===== src/rtl/dispatcher_pkg.sv =====
// Shared types and constants for the dispatcher and its operand resolver.
// Widths here are the defaults; module parameters may override them.
package dispatcher_pkg;

    localparam int DATA_W_DEF   = 32;
    localparam int ROB_ID_W_DEF = 4;
    localparam int OPENUM_W_DEF = 6;
    localparam int REG_W_DEF    = 5;

    typedef logic [DATA_W_DEF-1:0]   DATA_TYPE;
    typedef logic [DATA_W_DEF-1:0]   ADDR_TYPE;
    typedef logic [ROB_ID_W_DEF-1:0] ROB_ID_TYPE;
    typedef logic [OPENUM_W_DEF-1:0] OPENUM_TYPE;

    localparam ROB_ID_TYPE ZERO_ROB   = '0;
    localparam DATA_TYPE   ZERO_WORD  = '0;
    localparam OPENUM_TYPE OPENUM_NOP = '0;
    localparam logic       FALSE      = 1'b0;
    localparam logic       TRUE       = 1'b1;

    typedef enum logic {
        DSP_EMPTY = 1'b0,
        DSP_HELD  = 1'b1
    } dsp_state_e;

endpackage


===== src/rtl/dispatcher_operand_resolve.sv =====
// Per-operand source selection at capture time:
// unused -> regfile -> RS CDB -> LS CDB -> ROB ready value -> keep tag.
module dsp_operand_resolve #(
    parameter int DATA_W   = 32,
    parameter int ROB_ID_W = 4
) (
    input  logic                unused_i,
    input  logic [ROB_ID_W-1:0] q_reg_i,
    input  logic [DATA_W-1:0]   v_reg_i,
    input  logic                rs_cdb_valid_i,
    input  logic [ROB_ID_W-1:0] rs_cdb_id_i,
    input  logic [DATA_W-1:0]   rs_cdb_result_i,
    input  logic                ls_cdb_valid_i,
    input  logic [ROB_ID_W-1:0] ls_cdb_id_i,
    input  logic [DATA_W-1:0]   ls_cdb_result_i,
    input  logic                rob_ready_i,
    input  logic [DATA_W-1:0]   rob_value_i,
    output logic [ROB_ID_W-1:0] q_o,
    output logic [DATA_W-1:0]   v_o
);

    // priority mux; a zero tag means the regfile value is already final
    always_comb begin
        q_o = '0;
        v_o = '0;
        if (!unused_i) begin
            if (q_reg_i == '0) begin
                v_o = v_reg_i;
            end else if (rs_cdb_valid_i && rs_cdb_id_i == q_reg_i) begin
                v_o = rs_cdb_result_i;
            end else if (ls_cdb_valid_i && ls_cdb_id_i == q_reg_i) begin
                v_o = ls_cdb_result_i;
            end else if (rob_ready_i) begin
                v_o = rob_value_i;
            end else begin
                q_o = q_reg_i;
            end
        end
    end

endmodule


===== src/rtl/dispatcher.sv =====
// Dispatcher: one-entry skid between decoder and RS/LSB/ROB, with renaming.
// Optional DSP_STALL_CNT_EN adds stall_cnt_o (cycles held without dispatch).
module dispatcher
    import dispatcher_pkg::*;
#(
    parameter int DATA_W   = DATA_W_DEF,
    parameter int ROB_ID_W = ROB_ID_W_DEF,
    parameter int OPENUM_W = OPENUM_W_DEF,
    parameter int REG_W    = REG_W_DEF
) (
    input  logic                clk,
    input  logic                rst,
    input  logic                rdy,
    input  logic                valid_from_dcd,
    input  logic [OPENUM_W-1:0] openum_from_dcd,
    input  logic [DATA_W-1:0]   pc_from_dcd,
    input  logic [DATA_W-1:0]   imm_from_dcd,
    input  logic [REG_W-1:0]    rd_from_dcd,
    input  logic [REG_W-1:0]    rs1_from_dcd,
    input  logic [REG_W-1:0]    rs2_from_dcd,
    input  logic                use_rs2_from_dcd,
    input  logic                is_ls_from_dcd,
    output logic                stall_to_dcd,
    output logic [REG_W-1:0]    rs1_to_reg,
    output logic [REG_W-1:0]    rs2_to_reg,
    input  logic [ROB_ID_W-1:0] Q1_from_reg,
    input  logic [ROB_ID_W-1:0] Q2_from_reg,
    input  logic [DATA_W-1:0]   V1_from_reg,
    input  logic [DATA_W-1:0]   V2_from_reg,
    output logic [ROB_ID_W-1:0] Q1_to_rob,
    output logic [ROB_ID_W-1:0] Q2_to_rob,
    input  logic                ready1_from_rob,
    input  logic                ready2_from_rob,
    input  logic [DATA_W-1:0]   value1_from_rob,
    input  logic [DATA_W-1:0]   value2_from_rob,
    input  logic [ROB_ID_W-1:0] free_id_from_rob,
    input  logic                full_from_rob,
    output logic                ena_to_rob,
    output logic [REG_W-1:0]    rd_to_rob,
    output logic [OPENUM_W-1:0] openum_to_rob,
    output logic [DATA_W-1:0]   pc_to_rob,
    output logic                ena_to_reg,
    output logic [REG_W-1:0]    rd_to_reg,
    output logic [ROB_ID_W-1:0] rob_id_to_reg,
    input  logic                full_from_rs,
    input  logic                full_from_lsb,
    output logic                ena_to_rs,
    output logic                ena_to_lsb,
    output logic [OPENUM_W-1:0] openum_to_rs_lsb,
    output logic [DATA_W-1:0]   V1_to_rs_lsb,
    output logic [DATA_W-1:0]   V2_to_rs_lsb,
    output logic [ROB_ID_W-1:0] Q1_to_rs_lsb,
    output logic [ROB_ID_W-1:0] Q2_to_rs_lsb,
    output logic [DATA_W-1:0]   pc_to_rs_lsb,
    output logic [DATA_W-1:0]   imm_to_rs_lsb,
    output logic [ROB_ID_W-1:0] rob_id_to_rs_lsb,
    input  logic                valid_from_rs_cdb,
    input  logic [ROB_ID_W-1:0] rob_id_from_rs_cdb,
    input  logic [DATA_W-1:0]   result_from_rs_cdb,
    input  logic                valid_from_ls_cdb,
    input  logic [ROB_ID_W-1:0] rob_id_from_ls_cdb,
    input  logic [DATA_W-1:0]   result_from_ls_cdb,
    input  logic                rollback_flag_from_rob
`ifdef DSP_STALL_CNT_EN
    ,
    output logic [31:0]         stall_cnt_o
`endif
);

    dsp_state_e state_q, state_d;

    logic [OPENUM_W-1:0] op_q, op_d;
    logic [DATA_W-1:0]   pc_q, pc_d;
    logic [DATA_W-1:0]   imm_q, imm_d;
    logic [REG_W-1:0]    rd_q, rd_d;
    logic                is_ls_q, is_ls_d;
    logic [ROB_ID_W-1:0] q1_q, q1_d;
    logic [ROB_ID_W-1:0] q2_q, q2_d;
    logic [DATA_W-1:0]   v1_q, v1_d;
    logic [DATA_W-1:0]   v2_q, v2_d;

    logic                ena_rs_q, ena_rs_d;
    logic                ena_lsb_q, ena_lsb_d;
    logic                ena_rob_q, ena_rob_d;
    logic                ena_reg_q, ena_reg_d;
    logic [OPENUM_W-1:0] out_op_q, out_op_d;
    logic [DATA_W-1:0]   out_pc_q, out_pc_d;
    logic [DATA_W-1:0]   out_imm_q, out_imm_d;
    logic [REG_W-1:0]    out_rd_q, out_rd_d;
    logic [ROB_ID_W-1:0] out_q1_q, out_q1_d;
    logic [ROB_ID_W-1:0] out_q2_q, out_q2_d;
    logic [DATA_W-1:0]   out_v1_q, out_v1_d;
    logic [DATA_W-1:0]   out_v2_q, out_v2_d;
    logic [ROB_ID_W-1:0] out_tag_q, out_tag_d;

    logic [ROB_ID_W-1:0] cap_q1, cap_q2;
    logic [DATA_W-1:0]   cap_v1, cap_v2;
    logic [ROB_ID_W-1:0] snp_q1, snp_q2;
    logic [DATA_W-1:0]   snp_v1, snp_v2;

    logic held;
    logic full_sel;
    logic dispatch;
    logic capture;

    assign rs1_to_reg = rs1_from_dcd;
    assign rs2_to_reg = rs2_from_dcd;
    assign Q1_to_rob  = Q1_from_reg;
    assign Q2_to_rob  = Q2_from_reg;

    dsp_operand_resolve #(
        .DATA_W  (DATA_W),
        .ROB_ID_W(ROB_ID_W)
    ) u_res1 (
        .unused_i       (rs1_from_dcd == '0),
        .q_reg_i        (Q1_from_reg),
        .v_reg_i        (V1_from_reg),
        .rs_cdb_valid_i (valid_from_rs_cdb),
        .rs_cdb_id_i    (rob_id_from_rs_cdb),
        .rs_cdb_result_i(result_from_rs_cdb),
        .ls_cdb_valid_i (valid_from_ls_cdb),
        .ls_cdb_id_i    (rob_id_from_ls_cdb),
        .ls_cdb_result_i(result_from_ls_cdb),
        .rob_ready_i    (ready1_from_rob),
        .rob_value_i    (value1_from_rob),
        .q_o            (cap_q1),
        .v_o            (cap_v1)
    );

    dsp_operand_resolve #(
        .DATA_W  (DATA_W),
        .ROB_ID_W(ROB_ID_W)
    ) u_res2 (
        .unused_i       ((rs2_from_dcd == '0) || !use_rs2_from_dcd),
        .q_reg_i        (Q2_from_reg),
        .v_reg_i        (V2_from_reg),
        .rs_cdb_valid_i (valid_from_rs_cdb),
        .rs_cdb_id_i    (rob_id_from_rs_cdb),
        .rs_cdb_result_i(result_from_rs_cdb),
        .ls_cdb_valid_i (valid_from_ls_cdb),
        .ls_cdb_id_i    (rob_id_from_ls_cdb),
        .ls_cdb_result_i(result_from_ls_cdb),
        .rob_ready_i    (ready2_from_rob),
        .rob_value_i    (value2_from_rob),
        .q_o            (cap_q2),
        .v_o            (cap_v2)
    );

    // held operands pick up CDB broadcasts; RS CDB wins over LS CDB
    always_comb begin
        snp_q1 = q1_q;
        snp_v1 = v1_q;
        snp_q2 = q2_q;
        snp_v2 = v2_q;
        if (q1_q != '0) begin
            if (valid_from_rs_cdb && rob_id_from_rs_cdb == q1_q) begin
                snp_q1 = '0;
                snp_v1 = result_from_rs_cdb;
            end else if (valid_from_ls_cdb && rob_id_from_ls_cdb == q1_q) begin
                snp_q1 = '0;
                snp_v1 = result_from_ls_cdb;
            end
        end
        if (q2_q != '0) begin
            if (valid_from_rs_cdb && rob_id_from_rs_cdb == q2_q) begin
                snp_q2 = '0;
                snp_v2 = result_from_rs_cdb;
            end else if (valid_from_ls_cdb && rob_id_from_ls_cdb == q2_q) begin
                snp_q2 = '0;
                snp_v2 = result_from_ls_cdb;
            end
        end
    end

    // handshake: dispatch frees the skid, so a new capture may share the edge
    always_comb begin
        held         = (state_q == DSP_HELD);
        full_sel     = is_ls_q ? full_from_lsb : full_from_rs;
        dispatch     = rdy && !rollback_flag_from_rob && held
                       && !full_from_rob && !full_sel;
        stall_to_dcd = held && !dispatch;
        capture      = rdy && !rollback_flag_from_rob
                       && valid_from_dcd && !stall_to_dcd;
    end

    // next state, skid contents and registered dispatch outputs
    always_comb begin
        state_d   = state_q;
        op_d      = op_q;
        pc_d      = pc_q;
        imm_d     = imm_q;
        rd_d      = rd_q;
        is_ls_d   = is_ls_q;
        q1_d      = q1_q;
        v1_d      = v1_q;
        q2_d      = q2_q;
        v2_d      = v2_q;
        ena_rs_d  = FALSE;
        ena_lsb_d = FALSE;
        ena_rob_d = FALSE;
        ena_reg_d = FALSE;
        out_op_d  = out_op_q;
        out_pc_d  = out_pc_q;
        out_imm_d = out_imm_q;
        out_rd_d  = out_rd_q;
        out_q1_d  = out_q1_q;
        out_q2_d  = out_q2_q;
        out_v1_d  = out_v1_q;
        out_v2_d  = out_v2_q;
        out_tag_d = out_tag_q;
        if (rollback_flag_from_rob) begin
            state_d = DSP_EMPTY;
        end else if (rdy) begin
            q1_d = snp_q1;
            v1_d = snp_v1;
            q2_d = snp_q2;
            v2_d = snp_v2;
            if (dispatch) begin
                state_d   = DSP_EMPTY;
                ena_rs_d  = !is_ls_q;
                ena_lsb_d = is_ls_q;
                ena_rob_d = TRUE;
                ena_reg_d = (rd_q != '0);
                out_op_d  = op_q;
                out_pc_d  = pc_q;
                out_imm_d = imm_q;
                out_rd_d  = rd_q;
                out_q1_d  = snp_q1;
                out_v1_d  = snp_v1;
                out_q2_d  = snp_q2;
                out_v2_d  = snp_v2;
                out_tag_d = free_id_from_rob;
            end
            if (capture) begin
                state_d = DSP_HELD;
                op_d    = openum_from_dcd;
                pc_d    = pc_from_dcd;
                imm_d   = imm_from_dcd;
                rd_d    = rd_from_dcd;
                is_ls_d = is_ls_from_dcd;
                q1_d    = cap_q1;
                v1_d    = cap_v1;
                q2_d    = cap_q2;
                v2_d    = cap_v2;
            end
        end
    end

    // state and output registers
    always_ff @(posedge clk or posedge rst) begin
        if (rst) begin
            state_q   <= DSP_EMPTY;
            op_q      <= OPENUM_W'(OPENUM_NOP);
            pc_q      <= '0;
            imm_q     <= '0;
            rd_q      <= '0;
            is_ls_q   <= FALSE;
            q1_q      <= '0;
            v1_q      <= '0;
            q2_q      <= '0;
            v2_q      <= '0;
            ena_rs_q  <= FALSE;
            ena_lsb_q <= FALSE;
            ena_rob_q <= FALSE;
            ena_reg_q <= FALSE;
            out_op_q  <= OPENUM_W'(OPENUM_NOP);
            out_pc_q  <= '0;
            out_imm_q <= '0;
            out_rd_q  <= '0;
            out_q1_q  <= '0;
            out_q2_q  <= '0;
            out_v1_q  <= '0;
            out_v2_q  <= '0;
            out_tag_q <= '0;
        end else begin
            state_q   <= state_d;
            op_q      <= op_d;
            pc_q      <= pc_d;
            imm_q     <= imm_d;
            rd_q      <= rd_d;
            is_ls_q   <= is_ls_d;
            q1_q      <= q1_d;
            v1_q      <= v1_d;
            q2_q      <= q2_d;
            v2_q      <= v2_d;
            ena_rs_q  <= ena_rs_d;
            ena_lsb_q <= ena_lsb_d;
            ena_rob_q <= ena_rob_d;
            ena_reg_q <= ena_reg_d;
            out_op_q  <= out_op_d;
            out_pc_q  <= out_pc_d;
            out_imm_q <= out_imm_d;
            out_rd_q  <= out_rd_d;
            out_q1_q  <= out_q1_d;
            out_q2_q  <= out_q2_d;
            out_v1_q  <= out_v1_d;
            out_v2_q  <= out_v2_d;
            out_tag_q <= out_tag_d;
        end
    end

    assign ena_to_rs        = ena_rs_q;
    assign ena_to_lsb       = ena_lsb_q;
    assign ena_to_rob       = ena_rob_q;
    assign ena_to_reg       = ena_reg_q;
    assign openum_to_rs_lsb = out_op_q;
    assign V1_to_rs_lsb     = out_v1_q;
    assign V2_to_rs_lsb     = out_v2_q;
    assign Q1_to_rs_lsb     = out_q1_q;
    assign Q2_to_rs_lsb     = out_q2_q;
    assign pc_to_rs_lsb     = out_pc_q;
    assign imm_to_rs_lsb    = out_imm_q;
    assign rob_id_to_rs_lsb = out_tag_q;
    assign rd_to_rob        = out_rd_q;
    assign openum_to_rob    = out_op_q;
    assign pc_to_rob        = out_pc_q;
    assign rd_to_reg        = out_rd_q;
    assign rob_id_to_reg    = out_tag_q;

`ifdef DSP_STALL_CNT_EN
    logic [31:0] stall_cnt_q, stall_cnt_d;

    // counts frozen-decoder cycles; rollback does not clear it
    always_comb begin
        stall_cnt_d = stall_cnt_q;
        if (rdy && stall_to_dcd) begin
            stall_cnt_d = stall_cnt_q + 32'd1;
        end
    end

    // stall counter register
    always_ff @(posedge clk or posedge rst) begin
        if (rst) begin
            stall_cnt_q <= '0;
        end else begin
            stall_cnt_q <= stall_cnt_d;
        end
    end

    assign stall_cnt_o = stall_cnt_q;
`endif

endmodule


===== config.mk =====
export PLATFORM = sky130hd
export DESIGN_NAME = dispatcher
export DESIGN_NICKNAME = d
export VERILOG_FILES = /design/src/rtl/dispatcher_pkg.sv /design/src/rtl/dispatcher_operand_resolve.sv /design/src/rtl/dispatcher.sv
export SDC_FILE = /design/constraint.sdc
export NUM_CORES = 1
export LEC_CHECK = 0
export CAP_MARGIN = 20
export CORE_UTILIZATION = 25
export CTS_CLUSTER_DIAMETER = 50
export DETAILED_ROUTE_END_ITERATION = 8
export GPL_TIMING_DRIVEN = 1
export PLACE_DENSITY = 0.52
export SYNTH_ARGS = -nofsm -noshare
export SYNTH_HDL_FRONTEND = slang
export SYNTH_SLANG_ARGS = --single-unit

===== constraint.sdc =====
create_clock -name clk -period 11.4 [get_ports clk]
set_clock_uncertainty 0.15 [all_clocks]
set_input_delay 1.14 -clock clk [delete_from_list [all_inputs] [get_ports clk]]
set_output_delay 1.14 -clock clk [all_outputs]
set_load 0.005 [all_outputs]

==> impl_metrics.env, run 1 <==
export IMPL_yosysSeqAreaShare_pct=48.3
export IMPL_powerDensity_mw_per_mm2=176
export IMPL_top_usage_layer="met2"
export IMPL_grt_start_max_net_pins=94
export IMPL_setup_violations_final=0
export IMPL_power_frac_comb_pct=25.5
export IMPL_antenna_left=0
export IMPL_layout_cells_non_filler=2894
export IMPL_intPower_uw=2880
export IMPL_outcome="finished, final reports clean"
export IMPL_fin_total_pwr_uw=4050
export IMPL_port_buffer_count=531
export IMPL_crit_type="in2out"
export IMPL_fin_nets=2319
export IMPL_final_hold_viol_count=0
export IMPL_htreeDepth=2
export IMPL_grt_pass1_wl_um=104000
export IMPL_grt_usage_pct=21.7
export IMPL_start_util_pct=25.4
export IMPL_syn_area_mm2=0.0158
export IMPL_synth_ff_type="dfrtp_1"
export IMPL_grt_overflow_total=0
export IMPL_cts_tree="built"
export IMPL_clock_path_buffers=3
export IMPL_place_inst=2796
export IMPL_yosysWarnings=0
export IMPL_die_w_um=253
export IMPL_slowest_delay_ps=670
export IMPL_min_period_over_period_pct=47.1
export IMPL_clockPowerShare_pct=36.9
export IMPL_cts_sinks=304
export IMPL_maxCapViolCount=0
export IMPL_first_pass_iters=5
export IMPL_syn_nets=1904
export IMPL_post_cts_resized=0
export IMPL_swShare_pct=28.7
export IMPL_fin_setup_tns_ps=0
export IMPL_core_mm2=0.0619
export IMPL_path_cells="clkdlybuf4s50_1 -> nor2b_1 -> buf_4 -> nand3b_1 -> or2_4 -> buf_4 -> nand2_1 -> inv_1 -> clkdlybuf4s50_1"
export IMPL_antenna_found_initial=16
export IMPL_synth_cells=1593
export IMPL_hpwl_um=47300
export IMPL_hold_path_class="reg2reg"
export IMPL_die_h_um=253
export IMPL_place_congestion=0.865
export IMPL_drt_iter0_drc=1222
export IMPL_cts_root_buf="clkbuf_16"
export IMPL_rsz0062_at_grt="false"
export IMPL_use_met3_pct=5.05
export IMPL_slew_violations=0
export IMPL_ys_async_sr_fraction_pct=100
export IMPL_hold_worst_slack_ps=312
export IMPL_io_pins=532
export IMPL_crit_path_max_fanout=49
export IMPL_pwr_share_seq_pct=37.6
export IMPL_critical_path_required_ps=10110
export IMPL_postSynthAreaPerCell_um2=9.89
export IMPL_drt_wl_total_um=71400
export IMPL_wire_per_inst_um=24.7
export IMPL_cts_setup_buffers=0
export IMPL_cp_start_kind="primary input"
export IMPL_clk_pin_slew_worst_paths_ps=60
export IMPL_via_per_inst=5.20
export IMPL_cts_buffers=46
export IMPL_dieArea_mm2=0.0640
export IMPL_period_needed_ps=5370
export IMPL_p_switching_uw=1160
export IMPL_clock_latency_ps=580
export IMPL_ys_ff_latch=304
export IMPL_ir_drop_mv=0.132
export IMPL_num_vias=15055
export IMPL_p_leak_uw=0.00954
export IMPL_grt_use_met2_pct=35.8
export IMPL_drive_above_1_share_pct=10.8
export IMPL_synth_edf_count=0
export IMPL_grt_pass1_vias=15510
export IMPL_worst_pin_slew_ps=1190
export IMPL_slew_headroom_pct=20.5
export IMPL_met1_usage_pct=27.3
export IMPL_crit_slowest_cell="buf_4"
export IMPL_drc_errors=0
export IMPL_final_setup_worst_slack_ps=6030
export IMPL_hold_buffers=0
export IMPL_syn_to_final_growth_pct=46.3
export IMPL_rows=91
export IMPL_cp_end_kind="output pin"
export IMPL_fmax_ghz=0.186
export IMPL_pre_cts_ws_ps=6040
export IMPL_critical_path_arrival_ps=4080
export IMPL_synthDistinctLibCells=61
per-layer routing:
metal	share of wire (%)	wire length [um]
met4	3.1	2230
met1	41	29200
met5	0.038	27
met2	48	34300
met3	7.8	5590
critical path: cells and delay by family:
family / cells / cell delay [ps]
buffers and inverters: 5 / 1880
and+or+nand+nor: 4 / 990
cells in the mapped netlist (all sizes together), types with 30 or more instances:
master | count | area (um2)
nand2 | 350 | 1310
dfrtp | 304 | 7610
buf | 116 | 788
mux2 | 79 | 893
clkbuf | 78 | 300
nor2 | 74 | 288
a22o | 63 | 552
a221oi | 61 | 534
a221o | 60 | 601
o211ai | 60 | 450
a21oi | 57 | 285
inv | 38 | 143
a31oi | 30 | 188
power groups by stage:
stage | Combinational (uW) | Clock (uW) | Sequential (uW)
floorplan | 421 | 0 | 1490
global placement | 1020 | 0 | 1530
detailed placement | 1040 | 0 | 1540
CTS | 1040 | 1530 | 1520
global route | 1110 | 1570 | 1550
finish | 1030 | 1490 | 1520
path summary, 6_finish.rpt:
path,slack [ps],to,depth (start not counted),start
worst min register to register,310,imm_to_rs_lsb[3],2,imm_q[3]
max in group asynchronous,8680,imm_to_rs_lsb[19],3,rst
worst max register to register,7850,V2_to_rs_lsb[0],6,is_ls_q
worst min-delay path,310,imm_to_rs_lsb[3],2,imm_q[3]
min in group asynchronous,940,ena_to_lsb,2,rst
worst max-delay path,6030,stall_to_dcd,9,rdy
layout make-up:
cell class              count  area [um2]
fillers                  6225       38900
flip-flops and latches    304        7610
multi-input cells        1057        7030
repair buffers            561        5560
clock buffers              57        1240
well taps                 837        1050
clock inverters            26         382
inverters                  38         153
diodes                     14        35.0
per-stage QoR:
step	cell area, um2	util, %
after floorplan	15800	-
after global placement	21400	34.5
after detailed placement	21400	34.5
after CTS	23000	37.1
after global routing	23100	37.2
final	23100	37.2
cell families (layout without fill, tap and decap cells):
group / count (synthesis) / in the layout / share of synthesized area [%]
AO/OA/AOI/OAI: 468 / 468 / 23.6
XOR/XNOR: 32 / 32 / 1.78
buffers and inverters: 232 / 682 / 7.81
flip-flops: 304 / 304 / 48.3
multiplexers: 79 / 79 / 5.67
other: 0 / 14 / 0
AND/OR/NAND/NOR: 478 / 478 / 12.8
layout by cell type, fill, tap and decap left out, drive strengths merged, types with 4 or more instances in the layout:
master	n
clkdlybuf4s50	531
mux2	79
a221oi	61
bufinv	6
nand3	12
a31oi	30
o221ai	4
a2bb2oi	29
dfrtp	304
a222oi	9
nor2	74
or4	6
clkbuf	57
clkinv	10
a21oi	57
nand2	350
o211ai	60
a21o	29
nor4	5
nor3	6
o21ai	20
xnor2	29
o22a	29
a221o	60
a22o	63
and3	6
inv	45
a22oi	5
diode	14
buf	30
(Power assumes the default switching activity.)
==> run 2, diff against run 1 <==
==> constraint.sdc (replaced) <==
create_clock -name clk -period 5.51 [get_ports clk]
set_clock_uncertainty 0.15 [all_clocks]
set_input_delay 0.551 -clock clk [delete_from_list [all_inputs] [get_ports clk]]
set_output_delay 0.551 -clock clk [all_outputs]
set_load 0.005 [all_outputs]
==> impl_metrics.env, run 2 (synthesis results as in run 1) <==
export IMPL_outcome="finished, final reports clean"
export IMPL_clock_path_buffers=3
export IMPL_num_vias=15098
export IMPL_place_inst=2800
export IMPL_dieArea_mm2=0.0640
export IMPL_pre_cts_ws_ps=1410
export IMPL_place_congestion=0.852
export IMPL_critical_path_arrival_ps=3140
export IMPL_antenna_found_initial=24
export IMPL_crit_type="in2out"
export IMPL_drt_wl_total_um=71200
export IMPL_mostFrequentLayoutCell="clkdlybuf4s50_1"
export IMPL_maxCapViolCount=0
export IMPL_layout_cells_non_filler=2899
export IMPL_cts_setup_buffers=0
export IMPL_cts_root_buf="clkbuf_16"
export IMPL_rsz0062_at_grt="false"
export IMPL_post_cts_resized=0
export IMPL_grt_start_max_net_pins=142
export IMPL_clock_latency_ps=600
export IMPL_critical_path_required_ps=4810
export IMPL_worst_pin_slew_ps=1130
export IMPL_slew_headroom_pct=24.2
export IMPL_die_w_um=253
export IMPL_slew_violations=0
export IMPL_hold_worst_slack_ps=264
export IMPL_syn_to_final_growth_pct=46.1
export IMPL_crit_path_max_fanout=8
export IMPL_drc_errors=0
export IMPL_cp_start_kind="primary input"
export IMPL_fin_setup_tns_ps=0
export IMPL_io_pins=532
export IMPL_cts_sinks=304
export IMPL_first_pass_iters=6
export IMPL_p_leak_uw=0.00953
export IMPL_drive_above_1_share_pct=11.0
export IMPL_n_fill_cell=6190
export IMPL_core_mm2=0.0619
export IMPL_cts_tree="built"
export IMPL_start_util_pct=25.4
export IMPL_final_setup_worst_slack_ps=1660
export IMPL_rows=91
export IMPL_drt_iter0_drc=1126
export IMPL_hold_path_class="in2async"
export IMPL_fin_nets=2323
export IMPL_place_area_mm2=0.0214
export IMPL_final_hold_viol_count=0
export IMPL_fin_area_mm2=0.0230
export IMPL_ir_drop_mv=0.252
export IMPL_die_h_um=253
export IMPL_hold_buffers=0
export IMPL_period_needed_ps=3850
export IMPL_setup_violations_final=0
export IMPL_wire_per_inst_um=24.6
export IMPL_min_period_over_period_pct=69.8
export IMPL_port_buffer_count=531
export IMPL_grt_usage_pct=21.7
export IMPL_clk_pin_slew_worst_paths_ps=60
export IMPL_cp_end_kind="output pin"
export IMPL_seq_area_mm2=0.00761
export IMPL_fmax_ghz=0.260
export IMPL_powerDensity_mw_per_mm2=358
export IMPL_grt_pass1_wl_um=104000
export IMPL_grt_pass1_vias=15881
export IMPL_cts_buffers=47
export IMPL_grt_overflow_total=0
export IMPL_hpwl_um=47900
export IMPL_via_per_inst=5.21
export IMPL_multi_input_area_mm2=0.00703
export IMPL_antenna_left=0
export IMPL_layout_common_cells="clkdlybuf4s50_1, nand2_1, dfrtp_1"
export IMPL_htreeDepth=2
## run 2: changes by cell type in the layout (fill, tap and decap cells not counted), sizes merged
cell    before  now
inv         45   50
diode       14   16
clkinv      10    9
bufinv       6    2
buf         30   33
## run 2: stage by stage
step | util, % | power (uW)
2_1_floorplan | - | 3950
6_report | 37.2 | 8240
4_1_cts | 37.1 | 8340
5_1_grt | 37.2 | 8640
3_5_place_dp | 34.6 | 5320
3_3_place_gp | 34.6 | 5280
## run 2: per-layer routing
| layer | track usage, % | wire (um) | share of wire [%] | up-vias |
|---|---|---|---|---|
| met1 | 27.2 | 28300 | 40 | 7498 |
| li1 | - | - | - | 6595 |
| met3 | 5.84 | 6410 | 9.0 | 197 |
| met4 | 10.8 | 2870 | 4.0 | 16 |
| met2 | 34.4 | 33500 | 47 | 792 |
| met5 | 0 | 103 | 0.14 | - |
## run 2: where the power goes
part	switching, uW	internal [uW]
Clock	1190	1770
Combinational	829	1300
Sequential	392	2760
Total	2410	5830
## run 2: worst paths after layout
| path | startpoint | endpoint | slack (ps) | cells past startpoint |
|---|---|---|---|---|
| min in group clk | pc_q[4] | pc_to_rob[4] | 300 | 2 |
| max in group asynchronous | rst | imm_to_rs_lsb[16] | 3750 | 3 |
| max | rdy | stall_to_dcd | 1660 | 7 |
| min | rst | v2_q[27] | 260 | 2 |
| min reg2reg | pc_q[4] | pc_to_rob[4] | 300 | 2 |
| max reg2reg | is_ls_q | q2_q[1] | 2610 | 6 |
## run 2: layout make-up
class	instances	area share, %
antenna	16	0.174
clock buffer	57	5.53
clock inverter	26	1.20
inverter	38	0.647
multi-input combinational	1057	30.5
sequential	304	33.0
tap	837	4.55
timing repair buffer	564	24.3
## run 2: critical path, cell delays in order
cell and delay (ps):
clkdlybuf4s50_1 500, nor2b_1 670, nand3b_1 320, or2_4 390
nand2_1 180, inv_1 80, clkdlybuf4s50_1 450
==> run 3, diff against run 2 <==
--- a/config.mk
+++ b/config.mk
@@ -10,7 +10,7 @@
 export CTS_CLUSTER_DIAMETER = 50
 export DETAILED_ROUTE_END_ITERATION = 8
 export GPL_TIMING_DRIVEN = 1
-export PLACE_DENSITY = 0.52
+export PLACE_DENSITY = 0.54
 export SYNTH_ARGS = -nofsm -noshare
 export SYNTH_HDL_FRONTEND = slang
 export SYNTH_SLANG_ARGS = --single-unit
==> constraint.sdc (replaced) <==
create_clock -name clk -period 3.5 [get_ports clk]
set_clock_uncertainty 0.15 [all_clocks]
set_input_delay 0.35 -clock clk [delete_from_list [all_inputs] [get_ports clk]]
set_output_delay 0.35 -clock clk [all_outputs]
set_load 0.005 [all_outputs]
==> impl_metrics.env, run 3 (synthesis results as in run 1) <==
export IMPL_dieArea_mm2=0.0640
export IMPL_period_needed_ps=3160
export IMPL_syn_to_final_growth_pct=48.6
export IMPL_port_buffer_count=531
export IMPL_grt_overflow_total=0
export IMPL_powerDensity_mw_per_mm2=554
export IMPL_cp_num_buf_inv=4
export IMPL_final_hold_viol_count=0
export IMPL_clk_pin_slew_worst_paths_ps=60
export IMPL_cp_top_family="buffers and inverters"
export IMPL_r2r_end="v1_q[2]"
export IMPL_critical_path_arrival_ps=2660
export IMPL_fmax_ghz=0.316
export IMPL_reg2reg_slack_ps=910
export IMPL_fin_total_pwr_uw=13000
export IMPL_drc_errors=0
export IMPL_cp_end_kind="output pin"
export IMPL_first_pass_iters=5
export IMPL_cts_buffers=43
export IMPL_clock_path_buffers=3
export IMPL_cts_tree="built"
export IMPL_crit_type="in2out"
export IMPL_num_vias=15274
export IMPL_drive_above_1_share_pct=12.3
export IMPL_rsz0062_at_grt="false"
export IMPL_layout_common_cells="clkdlybuf4s50_1, nand2_1, dfrtp_1"
export IMPL_setup_violations_final=0
export IMPL_fin_area_mm2=0.0234
export IMPL_htreeDepth=2
export IMPL_p_leak_uw=0.00973
export IMPL_place_area_mm2=0.0219
export IMPL_clock_latency_ps=570
export IMPL_fin_nets=2351
export IMPL_drt_iter0_drc=1220
export IMPL_cts_root_buf="clkbuf_16"
export IMPL_rows=91
export IMPL_r2r_cells=7
export IMPL_place_congestion=0.853
export IMPL_maxCapViolCount=0
export IMPL_io_pins=532
export IMPL_fin_setup_tns_ps=0
export IMPL_crit_slowest_cell="clkdlybuf4s50_1"
export IMPL_min_period_over_period_pct=90.4
export IMPL_slew_headroom_pct=31.4
export IMPL_start_util_pct=25.4
export IMPL_crit_top_cell="clkdlybuf4s50_1"
export IMPL_hold_path_class="in2async"
export IMPL_slew_violations=0
export IMPL_path_cells="clkdlybuf4s50_1 -> nor2b_2 -> buf_4 -> nand3b_1 -> or2_4 -> nand2_1 -> inv_1 -> clkdlybuf4s50_1"
export IMPL_reg2reg_from="q1_q[1]"
export IMPL_grt_usage_pct=21.4
export IMPL_die_w_um=253
export IMPL_drt_wl_total_um=70100
export IMPL_cts_sinks=304
export IMPL_core_mm2=0.0619
export IMPL_slowest_delay_ps=500
export IMPL_hold_worst_slack_ps=113
export IMPL_grt_pass1_wl_um=103000
export IMPL_outcome="finished, final reports clean"
export IMPL_ir_drop_mv=0.415
export IMPL_antenna_left=0
export IMPL_critical_path_required_ps=3000
export IMPL_antenna_found_initial=21
export IMPL_worst_pin_slew_ps=1030
export IMPL_crit_path_max_fanout=29
export IMPL_cp_start_kind="primary input"
export IMPL_via_per_inst=5.22
export IMPL_grt_start_max_net_pins=76
export IMPL_wire_per_inst_um=24.0
export IMPL_hpwl_um=49400
export IMPL_mostFrequentLayoutCell="clkdlybuf4s50_1"
export IMPL_cts_setup_buffers=0
export IMPL_die_h_um=253
export IMPL_grt_pass1_vias=15503
run 3: changes by cell type in the layout (fill, tap and decap cells not counted), sizes merged:
cell	before	now
bufinv	2	4
diode	16	14
buf	33	65
inv	50	43
clkbuf	57	58
run 3: worst reg2reg max path: cells and delay by family (launching register included):
family	cells	cell delay (ps)
and+or+nand+nor	2	510
DFF	1	470
AOI/OAI and AO/OA	3	870
buffers and inverters	1	250
xor gates and xnor gates	1	220
run 3: timing repair:
action                     in CTS  in global routing
setup endpoints to repair       0                  1
resized for setup               0                  1
hold buffers                    0                  0
run 3: cell type report:
cell class              count  area, um2
fillers                  6133      38500
flip-flops and latches    304       7610
multi-input cells        1057       7030
repair buffers            596       6040
clock buffers              58       1240
well taps                 837       1050
clock inverters            21        262
inverters                  38        149
diodes                     14       35.0
run 3: worst max-delay path by stage:
stage | cells after the start | start | slack, ps | end
5_1_grt | 8 | rdy | 210 | stall_to_dcd
3_3_place_gp | 8 | rdy | 30 | v1_q[26]
4_1_cts | 8 | rdy | 200 | stall_to_dcd
6_report | 8 | rdy | 340 | stall_to_dcd
3_5_place_dp | 9 | rdy | 200 | v1_q[31]
2_1_floorplan | 1 | rst | -1040 | Q1_to_rs_lsb[0]
run 3: metal layers:
layer  GRT usage, %  vias up  part of all wire [%]  routed length [um]
li1               -     6658                     -                   -
met1           27.4     7650                    41               28600
met2           34.4      808                    48               33300
met3           5.26      144                   8.5                5980
met4           8.71       14                   2.9                2060
met5              0        -                  0.12                  84
run 3: per-stage QoR:
step                      worst slack [ps]  instances  util, %
after CTS                              200       2911     37.7
after floorplan                      -1040       1593        -
after global placement                26.9       2831     35.3
after detailed placement               195       2832     35.3
final                                  336       2925     37.8
after global routing                   205       2923     37.8
run 3: power by group:
| part | switching, uW | leakage (uW) | internal (uW) |
|---|---|---|---|
| combinational | 1320 | 0.00509 | 2080 |
| clock | 1790 | 0.000745 | 2820 |
| sequential | 626 | 0.00389 | 4340 |
